### src/rtl/apb_alu_master.sv
// apb_alu_master
// APB3 initiator that drives the ALU CSR slave from a command port. For each
// accepted command it writes DATA_0 and DATA_1, writes CTRL with the start
// bit set, polls STATUS until the output FIFO is non-empty, and then reads
// RESULT. The result, or an error, is returned on a response port.
//
// Ports:
//   clk, rst_n        clock, asynchronous active-low reset
//   cmd_*             command port (valid/ready), operands, opcode, id
//   rsp_*             response port (valid/ready), result data, error flag
//   paddr..pwdata     APB3 request outputs
//   prdata, pready,
//   pslverr           APB3 completion inputs
//
// Handshakes: a transfer on the cmd or rsp port happens on a rising clock
// edge where valid and ready are both 1. The producer keeps valid and the
// payload stable until that edge, and ready never depends on valid.
module apb_alu_master #(
  parameter int APB_BUS_SIZE   = 32,
  parameter int DATA_SIZE      = 16,
  parameter int ID_SIZE        = 8,
  parameter int OPERATION_SIZE = 2,
  parameter int FIFO_OUT_WIDTH = 25,
  parameter int POLL_MAX       = 255,
  parameter logic [APB_BUS_SIZE-1:0] ADDR_CTRL   = 'h00,
  parameter logic [APB_BUS_SIZE-1:0] ADDR_DATA0  = 'h04,
  parameter logic [APB_BUS_SIZE-1:0] ADDR_DATA1  = 'h08,
  parameter logic [APB_BUS_SIZE-1:0] ADDR_RESULT = 'h0C,
  parameter logic [APB_BUS_SIZE-1:0] ADDR_STATUS = 'h10
) (
  input  logic                      clk,
  input  logic                      rst_n,
  input  logic                      cmd_valid,
  output logic                      cmd_ready,
  input  logic [OPERATION_SIZE-1:0] cmd_op,
  input  logic [ID_SIZE-1:0]        cmd_id,
  input  logic [DATA_SIZE-1:0]      cmd_a,
  input  logic [DATA_SIZE-1:0]      cmd_b,
  output logic                      rsp_valid,
  input  logic                      rsp_ready,
  output logic [FIFO_OUT_WIDTH-1:0] rsp_data,
  output logic                      rsp_err,
  output logic [APB_BUS_SIZE-1:0]   paddr,
  output logic                      psel,
  output logic                      penable,
  output logic                      pwrite,
  output logic [APB_BUS_SIZE-1:0]   pwdata,
  input  logic [APB_BUS_SIZE-1:0]   prdata,
  input  logic                      pready,
  input  logic                      pslverr
);

  localparam int POLL_W = (POLL_MAX < 2) ? 1 : $clog2(POLL_MAX + 1);

  typedef enum logic [2:0] {
    IDLE, W_D0, W_D1, W_CTRL, R_STAT, POLL_GAP, R_RES, RESP
  } state_t;

  state_t                      state_q, state_d;
  logic                        access_q, access_d;   // 0 = SETUP, 1 = ACCESS
  logic [POLL_W-1:0]           poll_q, poll_d;
  logic [OPERATION_SIZE-1:0]   op_q;
  logic [ID_SIZE-1:0]          id_q;
  logic [DATA_SIZE-1:0]        a_q, b_q;
  logic [FIFO_OUT_WIDTH-1:0]   rsp_data_q, rsp_data_d;
  logic                        rsp_err_q, rsp_err_d;
  logic                        cmd_fire;
  logic                        bus_state;
  logic [APB_BUS_SIZE-1:0]     ctrl_word;
  logic                        unused_prdata;

  // Only the RESULT field and the STATUS empty bit are consumed.
  assign unused_prdata = ^prdata[APB_BUS_SIZE-1:FIFO_OUT_WIDTH];

  assign cmd_ready = (state_q == IDLE);
  assign cmd_fire  = cmd_valid && cmd_ready;
  assign rsp_valid = (state_q == RESP);
  assign rsp_data  = rsp_data_q;
  assign rsp_err   = rsp_err_q;

  assign bus_state = (state_q == W_D0) || (state_q == W_D1) || (state_q == W_CTRL) ||
                     (state_q == R_STAT) || (state_q == R_RES);

  // APB request outputs are decoded from registered state, so an
  // asynchronous reset drops them on the same instant.
  assign psel    = bus_state;
  assign penable = bus_state && access_q;
  assign pwrite  = (state_q == W_D0) || (state_q == W_D1) || (state_q == W_CTRL);

  always_comb begin
    ctrl_word                        = '0;
    ctrl_word[0]                     = 1'b1;
    ctrl_word[1 +: OPERATION_SIZE]   = op_q;
    ctrl_word[8 +: ID_SIZE]          = id_q;
  end

  always_comb begin
    paddr  = '0;
    pwdata = '0;
    case (state_q)
      W_D0:   begin paddr = ADDR_DATA0;  pwdata = APB_BUS_SIZE'(a_q); end
      W_D1:   begin paddr = ADDR_DATA1;  pwdata = APB_BUS_SIZE'(b_q); end
      W_CTRL: begin paddr = ADDR_CTRL;   pwdata = ctrl_word;          end
      R_STAT: paddr = ADDR_STATUS;
      R_RES:  paddr = ADDR_RESULT;
      default: ;
    endcase
  end

  always_comb begin
    state_d    = state_q;
    access_d   = access_q;
    poll_d     = poll_q;
    rsp_data_d = rsp_data_q;
    rsp_err_d  = rsp_err_q;
    case (state_q)
      IDLE: begin
        if (cmd_valid) begin
          state_d  = W_D0;
          access_d = 1'b0;
        end
      end
      POLL_GAP: begin
        state_d  = R_STAT;
        access_d = 1'b0;
      end
      RESP: begin
        if (rsp_ready) begin
          state_d = IDLE;
          poll_d  = '0;
        end
      end
      default: begin
        // Bus states: one SETUP cycle, then ACCESS until the slave is ready.
        if (!access_q) begin
          access_d = 1'b1;
        end else if (pready) begin
          access_d = 1'b0;
          if (pslverr) begin
            state_d    = RESP;
            rsp_err_d  = 1'b1;
            rsp_data_d = '0;
          end else begin
            case (state_q)
              W_D0:   state_d = W_D1;
              W_D1:   state_d = W_CTRL;
              W_CTRL: state_d = R_STAT;
              R_STAT: begin
                if (!prdata[0]) begin
                  state_d = R_RES;
                end else if (int'(poll_q) + 1 < POLL_MAX) begin
                  poll_d  = poll_q + POLL_W'(1);
                  state_d = POLL_GAP;
                end else begin
                  // Out of polls: report a timeout as an error.
                  state_d    = RESP;
                  rsp_err_d  = 1'b1;
                  rsp_data_d = '0;
                end
              end
              R_RES: begin
                state_d    = RESP;
                rsp_err_d  = 1'b0;
                rsp_data_d = prdata[FIFO_OUT_WIDTH-1:0];
              end
              default: state_d = IDLE;
            endcase
          end
        end
      end
    endcase
  end

  always_ff @(posedge clk or negedge rst_n) begin
    if (!rst_n) begin
      state_q    <= IDLE;
      access_q   <= 1'b0;
      poll_q     <= '0;
      op_q       <= '0;
      id_q       <= '0;
      a_q        <= '0;
      b_q        <= '0;
      rsp_data_q <= '0;
      rsp_err_q  <= 1'b0;
    end else begin
      state_q    <= state_d;
      access_q   <= access_d;
      poll_q     <= poll_d;
      rsp_data_q <= rsp_data_d;
      rsp_err_q  <= rsp_err_d;
      if (cmd_fire) begin
        op_q <= cmd_op;
        id_q <= cmd_id;
        a_q  <= cmd_a;
        b_q  <= cmd_b;
      end
    end
  end

endmodule

### config.mk
export PLATFORM = sky130hd
export DESIGN_NAME = apb_alu_master
export DESIGN_NICKNAME = d
export VERILOG_FILES = /design/src/rtl/apb_alu_master.sv
export SDC_FILE = /design/constraint.sdc
export NUM_CORES = 1
export LEC_CHECK = 0
export ABC_AREA = 0
export CAP_MARGIN = 30
export CORE_MARGIN = 10
export CORE_UTILIZATION = 46
export DETAILED_ROUTE_END_ITERATION = 8
export PLACE_DENSITY_LB_ADDON = 0.25
export REMOVE_ABC_BUFFERS = 1
export SETUP_SLACK_MARGIN = 0.4
export SLEW_MARGIN = 20
export SYNTH_ARGS = -nofsm -noshare
export SYNTH_HDL_FRONTEND = slang
export SYNTH_SLANG_ARGS = --single-unit
export TNS_END_PERCENT = 50
### constraint.sdc
create_clock -name clk -period 4.76 [get_ports clk]
set_input_delay 1.428 -clock clk [delete_from_list [all_inputs] [get_ports clk]]
set_output_delay 1.428 -clock clk [all_outputs]
set_load 0.005 [all_outputs]
[After elaboration in Yosys (flattened, before gate mapping)]
Index checks and enable logic that the tools add are counted.
Storage, ports and cells
  bits in registers: 80
  input bits: 80
  output and inout bits: 95
  logic and storage cells: 79
Cells by class
  eq/ne operators: 12
  bitwise gates (word level): 3
  magnitude comparators: 1
  multiplexer cells: 31
  $add $sub $neg: 2
  reductions and logical operators: 21
Operator list (number)
  $mux W25: 3
  $mux W8: 7
  $pmux W25 S2: 1
  $pmux W16 S3: 1
  $pmux W5 S4: 1
  $pmux W8 S2: 1
  $mux W3: 5
  $pmux W3 S5: 1
  $eq A3 B3 Y1 const B: 4
  $reduce_bool A2 Y1: 5
  $add A8 B1 Y9 const B: 1
  $lt A9 B8 Y1 const B: 1
  $pmux W3 S3: 1
  $add A8 B1 Y8 const B: 1
  $reduce_and A8 Y1: 1
  $reduce_bool A4 Y1: 2
  $eq A3 B2 Y1 const B: 2
  $mux W1: 6
  $ne A3 B3 Y1 const B: 2
  $reduce_and A6 Y1: 1
  $logic_or A1 B1 Y1: 4
  $mux W2: 2
  $ne A2 B2 Y1 const B: 2
  $reduce_and A4 Y1: 1
  11 further kinds: 14

[Depth between registers and ports, before layout]
Gate-level depths: netlist of the first run.
  depth in word-level cells: 9
  depth in mapped cells: 8
  depth with buffers taken out: 6

[Least setup slack after synthesis of the first run]
OpenSTA, ideal clock, no wires.
  kind: register to output
  start: register state_q[0]
  end: output pwdata[10]
  data arrival time: 1.444 ns
  buffers on the path: 2
  stages on the path, launching flop included: 6
  setup slack: 1.888 ns
  data required time: 3.332 ns
  cells stage by stage: dfrtp_1 > clkbuf_8 > clkbuf_1 > mux2_2 > a22oi_1 > nor2_1
On the way
  longest elaborated chain between the ends: 2
  elaborated cells on any way between the ends: 4
  classes of those cells: 3 x eq/ne; 1 x mux
Ends and longest elaborated chain
  start: declaration: line 59  | state_t state_q, state_d;
  start signal: assignment: line 186  | state_q <= state_d;
  $eq A3 B2 Y1 or $eq A3 B1 Y1 (tied branches): line 100  | case (state_q)
  $pmux W16 S3 *: line 100
  end: declaration: line 47  | output logic [APB_BUS_SIZE-1:0] pwdata,
Every way passes the cells marked *; elsewhere a longest branch is shown, timed or not.

[Final worst setup path of the first run]
  start: register state_q[0]
  end: output pwdata[6]
Same word-level chain as after synthesis.

==> implementation parameters, run 1 <==
Parameter                              Value

Floorplanning
  X dimension of the die    115 um
  Initial standard-cell utilization of the core    roughly 48%
  Floorplan die area    approximately 0.013 mm2
  Area of the core    roughly 0.0088 mm2
  I/O pin cnt    around 180
  Total number of placement rows    34
  Die extent in y    about 120 um

Worst hold path
  Number of cells traversed by the worst hold path    1
  Hold endpoint    rsp_data[3]
  Min-delay src    rsp_data[3]
  Worst hold-check path type    register to register

Global routing
  Pin count of the biggest net entering global routing    between 40 and 50
  Number of antenna violations at the first check in global routing    0
  Overall fraction of global-route tracks in use    between 10% and 20%
  First-pass GRT wire length    between 15 and 20 mm
  Via count of the first global-routing pass    around 3.2k
  Total gr overflow    0

Cells and area
  Most used cells in the layout excluding fill and tap cells    sky130_fd_sc_hd__clkdlybuf4s50_1 (121), sky130_fd_sc_hd__dfrtp_1 (80), sky130_fd_sc_hd__mux2_2 (52)
  Antenna diode count    0
  Number of non-filler instances in the completed layout    approximately 590
  Signed area change from the synthesized netlist to the final layout    30.2%
  Net count reported at finish    562
  Commonest non-fill, non-tap cell in the layout    sky130_fd_sc_hd__clkdlybuf4s50_1
  Fraction of layout cells with a size suffix above 1    between 10% and 20%
  Layout fillers    approximately 710

Clock network
  Post-CTS Hold Buffers    0
  Clock tree from TritonCTS    built
  Post-CTS setup repair buffer count    0
  CTS resizes    0
  Sinks on the clock net    80
  Master cell of the clock root buffer    sky130_fd_sc_hd__clkbuf_8
  Worst-path clk slew    80 ps
  Number of buffers inserted during clock tree synthesis    9
  Buffer depth of the longest clock path    2
  Clock latency at the later pin of the worst-skew pair    around 340 ps
  H-Tree Level Count    3

Placed design
  Post-detail-place hpwl    between 7 and 8 mm
  Weighted congestion at the end of routability-driven global placement    between 0.7 and 0.8
  Placed instance count    577
  PortBufs    122

Drt
  Number of search-and-repair iterations in the first detailed-routing pass    4
  Vias    slightly above 3k
  DR iter-0 viols    ~120
  Final WL    roughly 11 mm
  Remaining number of nets flagged by the antenna check after routing    0
  Routed wire per std cell    roughly 18 um
  Vias/cell    5.20
  DRC violations left    0

Status
  Outcome    complete, no violations

Timing
  Fmax    244 MHz
  Count of final max-slew check failures    0
  Final worst path period share    86.1%
  Worst slew pin tran    just over 900 ps
  Accumulated negative setup slack    0 ps
  Unrepaired setup endpoints after global routing    no
  Relative max-transition margin    between 30% and 40%
  Min Clock Period, post-route    between 4000 and 5000 ps
  Final Setup Violations    0
  Worst Skew    between 8 and 9 ps
  Final-report hold violation count    0

Critical path
  Worst-case reg-to-reg path depth    4
  Critical path startpoint category    register
  Reg-to-Reg End    a_q[4]
  Register-to-Register Setup Slack    roughly 2100 ps
  Setup CP Type    register to output port
  Required time at the endpoint of the critical path    about 3300 ps
  Endpoint kind of the worst setup timing path    output port
  Worst Path Arrival    between 2000 and 3000 ps
  Origin of the critical flop-to-flop path    state_q[0]
  Crit path max fanout    22

Synthesis
  Flip-flop cell with the highest count after synthesis    sky130_fd_sc_hd__dfrtp_1
  XOR/XNOR Fraction of Synth Area    0.420%
  Netlist area before placement    roughly 0.0042 mm2
  Async set-or-reset flop fraction in the synthesized netlist    100%
  Sequential area share after synthesis    48.0%
  Number of enable-type register cells in the synthesized netlist    0
  Avg Inst Size Synth    ~11 um2
  Post-synthesis compound-gate area fraction    between 10% and 20%
  Portion of netlist area occupied by mux cells    between 10% and 20%
  Post-synthesis sequential element count    80
  Cell variety after synth    49
  Yosys warns    0
  Adder-cell share of the synthesized area    less than 1%
  Count of mapped cells out of synthesis    ~370
  Combinational family with the most area after synthesis    compound AO/OA/AOI/OAI gates
  Simple-gate portion of the synthesized area    9.82%

Power and ir drop
  Worst voltage drop across the vdd grid    0.265 mV
  Leakage    2.33 nW
  Power Dens Cells    between 500 and 600 mW/mm2

Job
  Max-cap viol count    0
[cell families after synthesis]
logic type / after synthesis
buffers and inverters: 76
XOR/XNOR: 2
other: 1
AND/OR/NAND/NOR: 76
adder cells (fa/ha/maj): 1
AO/OA/AOI/OAI: 79
flip-flops: 80
multiplexers: 52
[flip-flops by register name, summed over array words and instances (netlist names), 2 cells and up]
signal    count
id_q          8
a_q          16
rsp_data     25
poll_q        8
b_q          16
state_q       3
op_q          2
[critical path, cell delays in order, from the launching register on]
cell and delay (ps):
sky130_fd_sc_hd__dfrtp_1 870, sky130_fd_sc_hd__nor2b_1 390, sky130_fd_sc_hd__buf_4 280, sky130_fd_sc_hd__a22oi_1 110
sky130_fd_sc_hd__nor2_1 160, sky130_fd_sc_hd__clkdlybuf4s50_1 520
[synthesized netlist by cell type, types with 2 or more instances]
cell                       instances  area [um2]
sky130_fd_sc_hd__a21oi_1           9        45.0
sky130_fd_sc_hd__a22o_1           26         228
sky130_fd_sc_hd__a22oi_1          15         113
sky130_fd_sc_hd__and2_1            5        31.3
sky130_fd_sc_hd__and3_1            2        12.5
sky130_fd_sc_hd__and3_2            2        15.0
sky130_fd_sc_hd__buf_2             5        25.0
sky130_fd_sc_hd__buf_4            49         368
sky130_fd_sc_hd__buf_6             3        33.8
sky130_fd_sc_hd__clkbuf_1         10        37.5
sky130_fd_sc_hd__clkbuf_8          3        41.3
sky130_fd_sc_hd__dfrtp_1          80        2000
sky130_fd_sc_hd__inv_1             6        22.5
sky130_fd_sc_hd__mux2_2           52         586
sky130_fd_sc_hd__nand2_1          11        41.3
sky130_fd_sc_hd__nand3_1          11        55.1
sky130_fd_sc_hd__nor2_1           20        75.1
sky130_fd_sc_hd__nor2b_1           5        31.3
sky130_fd_sc_hd__nor3_1            5        25.0
sky130_fd_sc_hd__nor4b_1           2        17.5
sky130_fd_sc_hd__o211ai_1          3        22.5
sky130_fd_sc_hd__o211ai_2          2        25.0
sky130_fd_sc_hd__o21a_1            2        15.0
sky130_fd_sc_hd__o21ai_0          10        50.1
sky130_fd_sc_hd__o31ai_1           2        15.0
sky130_fd_sc_hd__or3_2             4        30.0
[power breakdown]
part	internal [mW]	leakage, nW	switching [mW]
clock	0.195	0.0838	0.233
combinational	0.794	1.24	0.502
sequential	0.975	1.00	0.225
total	1.96	2.33	0.961
[cell type report]
class	instances	area (um2)	area share [%]
Timing Repair Buffer	129	1300	24.0
Clock inverter	4	22.5	0.415
Inverter	6	22.5	0.415
Multi-Input combinational cell	255	1800	33.2
Tap cell	108	135	2.49
Sequential cell	80	2000	36.9
Clock buffer	10	138	2.54
[metrics by stage]
step / utilization [%] / power (mW) / setup WS [ps] / area [um2] / hold slack [ps]
floorplan: - / 1.84 / 1580 / 3830 / 475
global placement: 59.6 / 2.47 / 1080 / 5220 / 481
detailed placement: 59.8 / 2.52 / 1050 / 5240 / 485
CTS: 61.6 / 2.95 / 659 / 5400 / 506
global route: 61.9 / 3.15 / 478 / 5430 / 518
finish: 61.9 / 2.93 / 663 / 5430 / 501
[layer usage]
metal	GRT usage (%)	wire length, um	up-vias
li1	-	-	1447
met1	18.0	4240	1496
met2	25.6	5000	125
met3	7.03	1180	8
met4	4.21	103	0
met5	0	0	-
[worst max path at each step]
stage	cells past startpoint	slack, ps	start	to
after floorplan	3	1580	state_q[0]	pwdata[10]
after global placement	5	1080	state_q[0]	pwdata[5]
after detailed placement	5	1050	state_q[0]	pwdata[6]
after CTS	5	660	state_q[0]	pwdata[6]
after global routing	5	480	state_q[0]	pwdata[14]
final	5	660	state_q[0]	pwdata[6]
No activity file was read; power rests on OpenSTA's default activity.
==> run 2: changes to the inputs <==
CAP_MARGIN = 5   (was 30)
==> run 2 against run 1 <==
Compared with the run above: fmax rose by 1.3%; largest power group unchanged; clock skew rose by 1.8 ps; critical endpoint unchanged; critical path depth unchanged; sequential power hardly changed; worst hold slack got worse by 1.5 ps; flip-flop and latch count unchanged; sequential share of layout area increased by 0.13 points; count of clock-buffer cells in the layout up 1; die area did not move; via count fell by 0.91%.
==> implementation parameters, run 2 (synthesis results as in run 1) <==
Parameter                              Value

Floorplanning
  Die extent in y    115 um (unchanged)
  I/O pin cnt    175 (unchanged)
  Area of the core    0.00876 mm2 (unchanged)
  Total number of placement rows    34 (unchanged)
  X dimension of the die    115 um (unchanged)
  Initial standard-cell utilization of the core    47.6% (unchanged)
  Floorplan die area    0.0133 mm2 (unchanged)

Critical path
  Crit path max fanout    22 (unchanged)
  Endpoint kind of the worst setup timing path    output port
  Setup CP Type    register to output port
  Origin of the critical flop-to-flop path    state_q[0]
  Reg-to-Reg End    op_q[0]
  Register-to-Register Setup Slack    2010 ps (-60 ps)
  Required time at the endpoint of the critical path    3330 ps (about the same)
  Critical path startpoint category    register
  Worst path bufs/invs    2 (unchanged)
  Worst Path Arrival    2620 ps (-50 ps)
  Cell chain of the critical path    nor2b_1 > buf_4 > a22oi_1 > nor2_1 > clkdlybuf4s50_1
  Worst-case reg-to-reg path depth    3 (-1)
  Family with the most delay on the worst path    flip-flops
  Max incr delay on CP    840 ps (-30 ps)
  Standard cell with the maximum stage delay on the critical path    sky130_fd_sc_hd__dfrtp_1

Placed design
  PortBufs    122 (unchanged)
  Setup WS pre-CTS    1070 ps (+16.0 ps)
  Post-detail-place hpwl    7.81 mm (-1.1%)
  Weighted congestion at the end of routability-driven global placement    0.789 (unchanged)

Power and ir drop
  Power Dens Cells    550 mW/mm2 (+2.0%)
  Leakage    2.32 nW (-0.35%)
  Worst voltage drop across the vdd grid    0.272 mV (+2.7%)

Clock network
  Worst-path clk slew    80 ps (about the same)
  Number of buffers inserted during clock tree synthesis    9 (unchanged)
  Clock tree from TritonCTS    built
  Buffer depth of the longest clock path    2 (unchanged)
  Post-CTS Hold Buffers    0 (unchanged)
  H-Tree Level Count    3 (unchanged)
  CTS resizes    0 (unchanged)
  Sinks on the clock net    80 (unchanged)
  Post-CTS setup repair buffer count    0 (unchanged)
  Clock latency at the later pin of the worst-skew pair    340 ps (about the same)
  Master cell of the clock root buffer    sky130_fd_sc_hd__clkbuf_8

Cells and area
  Max FFs per register    25 (unchanged)
  Combined flip-flop and latch cell area    0.00200 mm2 (unchanged)
  Most used cells in the layout excluding fill and tap cells    sky130_fd_sc_hd__clkdlybuf4s50_1 (121), sky130_fd_sc_hd__dfrtp_1 (80), sky130_fd_sc_hd__mux2_2 (52)
  Commonest non-fill, non-tap cell in the layout    sky130_fd_sc_hd__clkdlybuf4s50_1
  Fraction of layout cells with a size suffix above 1    18.0% (-0.55 points)
  Signed area change from the synthesized netlist to the final layout    29.8%
  Area taken by multi-input logic gates    0.00180 mm2 (unchanged)
  Layout fillers    713 (unchanged)
  Net count reported at finish    560 (-0.36%)
  Antenna diode count    0 (unchanged)

Timing
  Final-report hold violation count    0 (unchanged)
  Relative max-transition margin    34.7% (-4.2 points)
  Min Clock Period, post-route    4050 ps (-51.5 ps)
  Final Setup Violations    0 (unchanged)
  Count of final max-slew check failures    0 (unchanged)
  Worst slew pin tran    979 ps (+62.9 ps)
  Final worst path period share    85.0% (-1.1 points)
  Accumulated negative setup slack    0 ps (unchanged)
  Worst Skew    10.1 ps (+1.81 ps)
  Unrepaired setup endpoints after global routing    no
  Fmax    247 MHz (+1.3%)
  Worst setup slack after layout    715 ps (+51.5 ps)

Global routing
  Via count of the first global-routing pass    3162 (+0.063%)
  Overall fraction of global-route tracks in use    15.5% (-0.063 points)
  First-pass GRT wire length    16.6 mm (+0.42%)
  Total gr overflow    0 (unchanged)
  Number of antenna violations at the first check in global routing    0 (unchanged)
  Pin count of the biggest net entering global routing    81 (+80%)

Drt
  DR iter-0 viols    132 (+14%)
  Final WL    10.5 mm (about the same)
  Routed wire per std cell    17.8 um (+0.27%)
  Vias/cell    5.17 (-0.57%)
  DRC violations left    0 (unchanged)
  Number of search-and-repair iterations in the first detailed-routing pass    4 (unchanged)
  Vias    3048 (-0.91%)
  Remaining number of nets flagged by the antenna check after routing    0 (unchanged)

Worst hold path
  Worst hold-check path type    register to register
  Min-delay src    rsp_data[7]
  Hold endpoint    rsp_data[7]
  Number of cells traversed by the worst hold path    1 (unchanged)

Status
  Outcome    complete, no violations

Job
  Max-cap viol count    0 (unchanged)
[run 2: cell count changes in the layout (fill, tap and decap cells not counted)]
cell                         previous run  this run
sky130_fd_sc_hd__clkinv_4               0         1
sky130_fd_sc_hd__bufinv_16              0         1
sky130_fd_sc_hd__buf_12                 1         0
sky130_fd_sc_hd__buf_16                 1         0
sky130_fd_sc_hd__clkinvlp_4             1         0
sky130_fd_sc_hd__clkbuf_1               0         1
sky130_fd_sc_hd__buf_6                  0         1
sky130_fd_sc_hd__clkinv_2               3         1
sky130_fd_sc_hd__buf_4                  6         5
[run 2: how the worst max path moves through the flow]
| stage | to | slack, ps | startpoint | cells after the start |
|---|---|---|---|---|
| 3_5_place_dp | pwdata[6] | 1070 | state_q[0] | 5 |
| 5_1_grt | pwdata[14] | 450 | state_q[0] | 5 |
| 4_1_cts | pwdata[6] | 670 | state_q[0] | 5 |
| 6_report | pwdata[6] | 710 | state_q[0] | 5 |
| 3_3_place_gp | pwdata[5] | 1080 | state_q[0] | 5 |
| 2_1_floorplan | pwdata[10] | 1580 | state_q[0] | 3 |
[run 2: report_power, final]
group	switching (mW)	internal (mW)	leakage (nW)
Sequential	0.224	0.975	1.00
Combinational	0.501	0.788	1.22
Clock	0.235	0.252	0.0952
Total	0.961	2.01	2.32
[run 2: area by class of cell]
type / instances / area share, %
Clock buffer: 11 / 2.61
Clock inverter: 3 / 0.810
Timing Repair Buffer: 127 / 23.3
Sequential cell: 80 / 37.0
Tap cell: 108 / 2.50
Inverter: 6 / 0.416
Multi-Input combinational cell: 255 / 33.4
[run 2: through the flow]
stage               power [mW]  hold slack (ps)  area (um2)  instances  utilization (%)
finish                    2.97              500        5410        590             61.7
global route              3.20              522        5410        590             61.7
global placement          2.47              481        5220        576             59.6
CTS                       3.01              505        5410        590             61.7
detailed placement        2.52              486        5220        576             59.6
floorplan                 1.84              475        3830        341                -
[run 2: per-layer routing]
metal / track usage, % / routed length (um)
met1: 18.4 / 4220
met2: 25.3 / 5010
met3: 6.15 / 1210
met4: 4.95 / 80
met5: 0 / 0
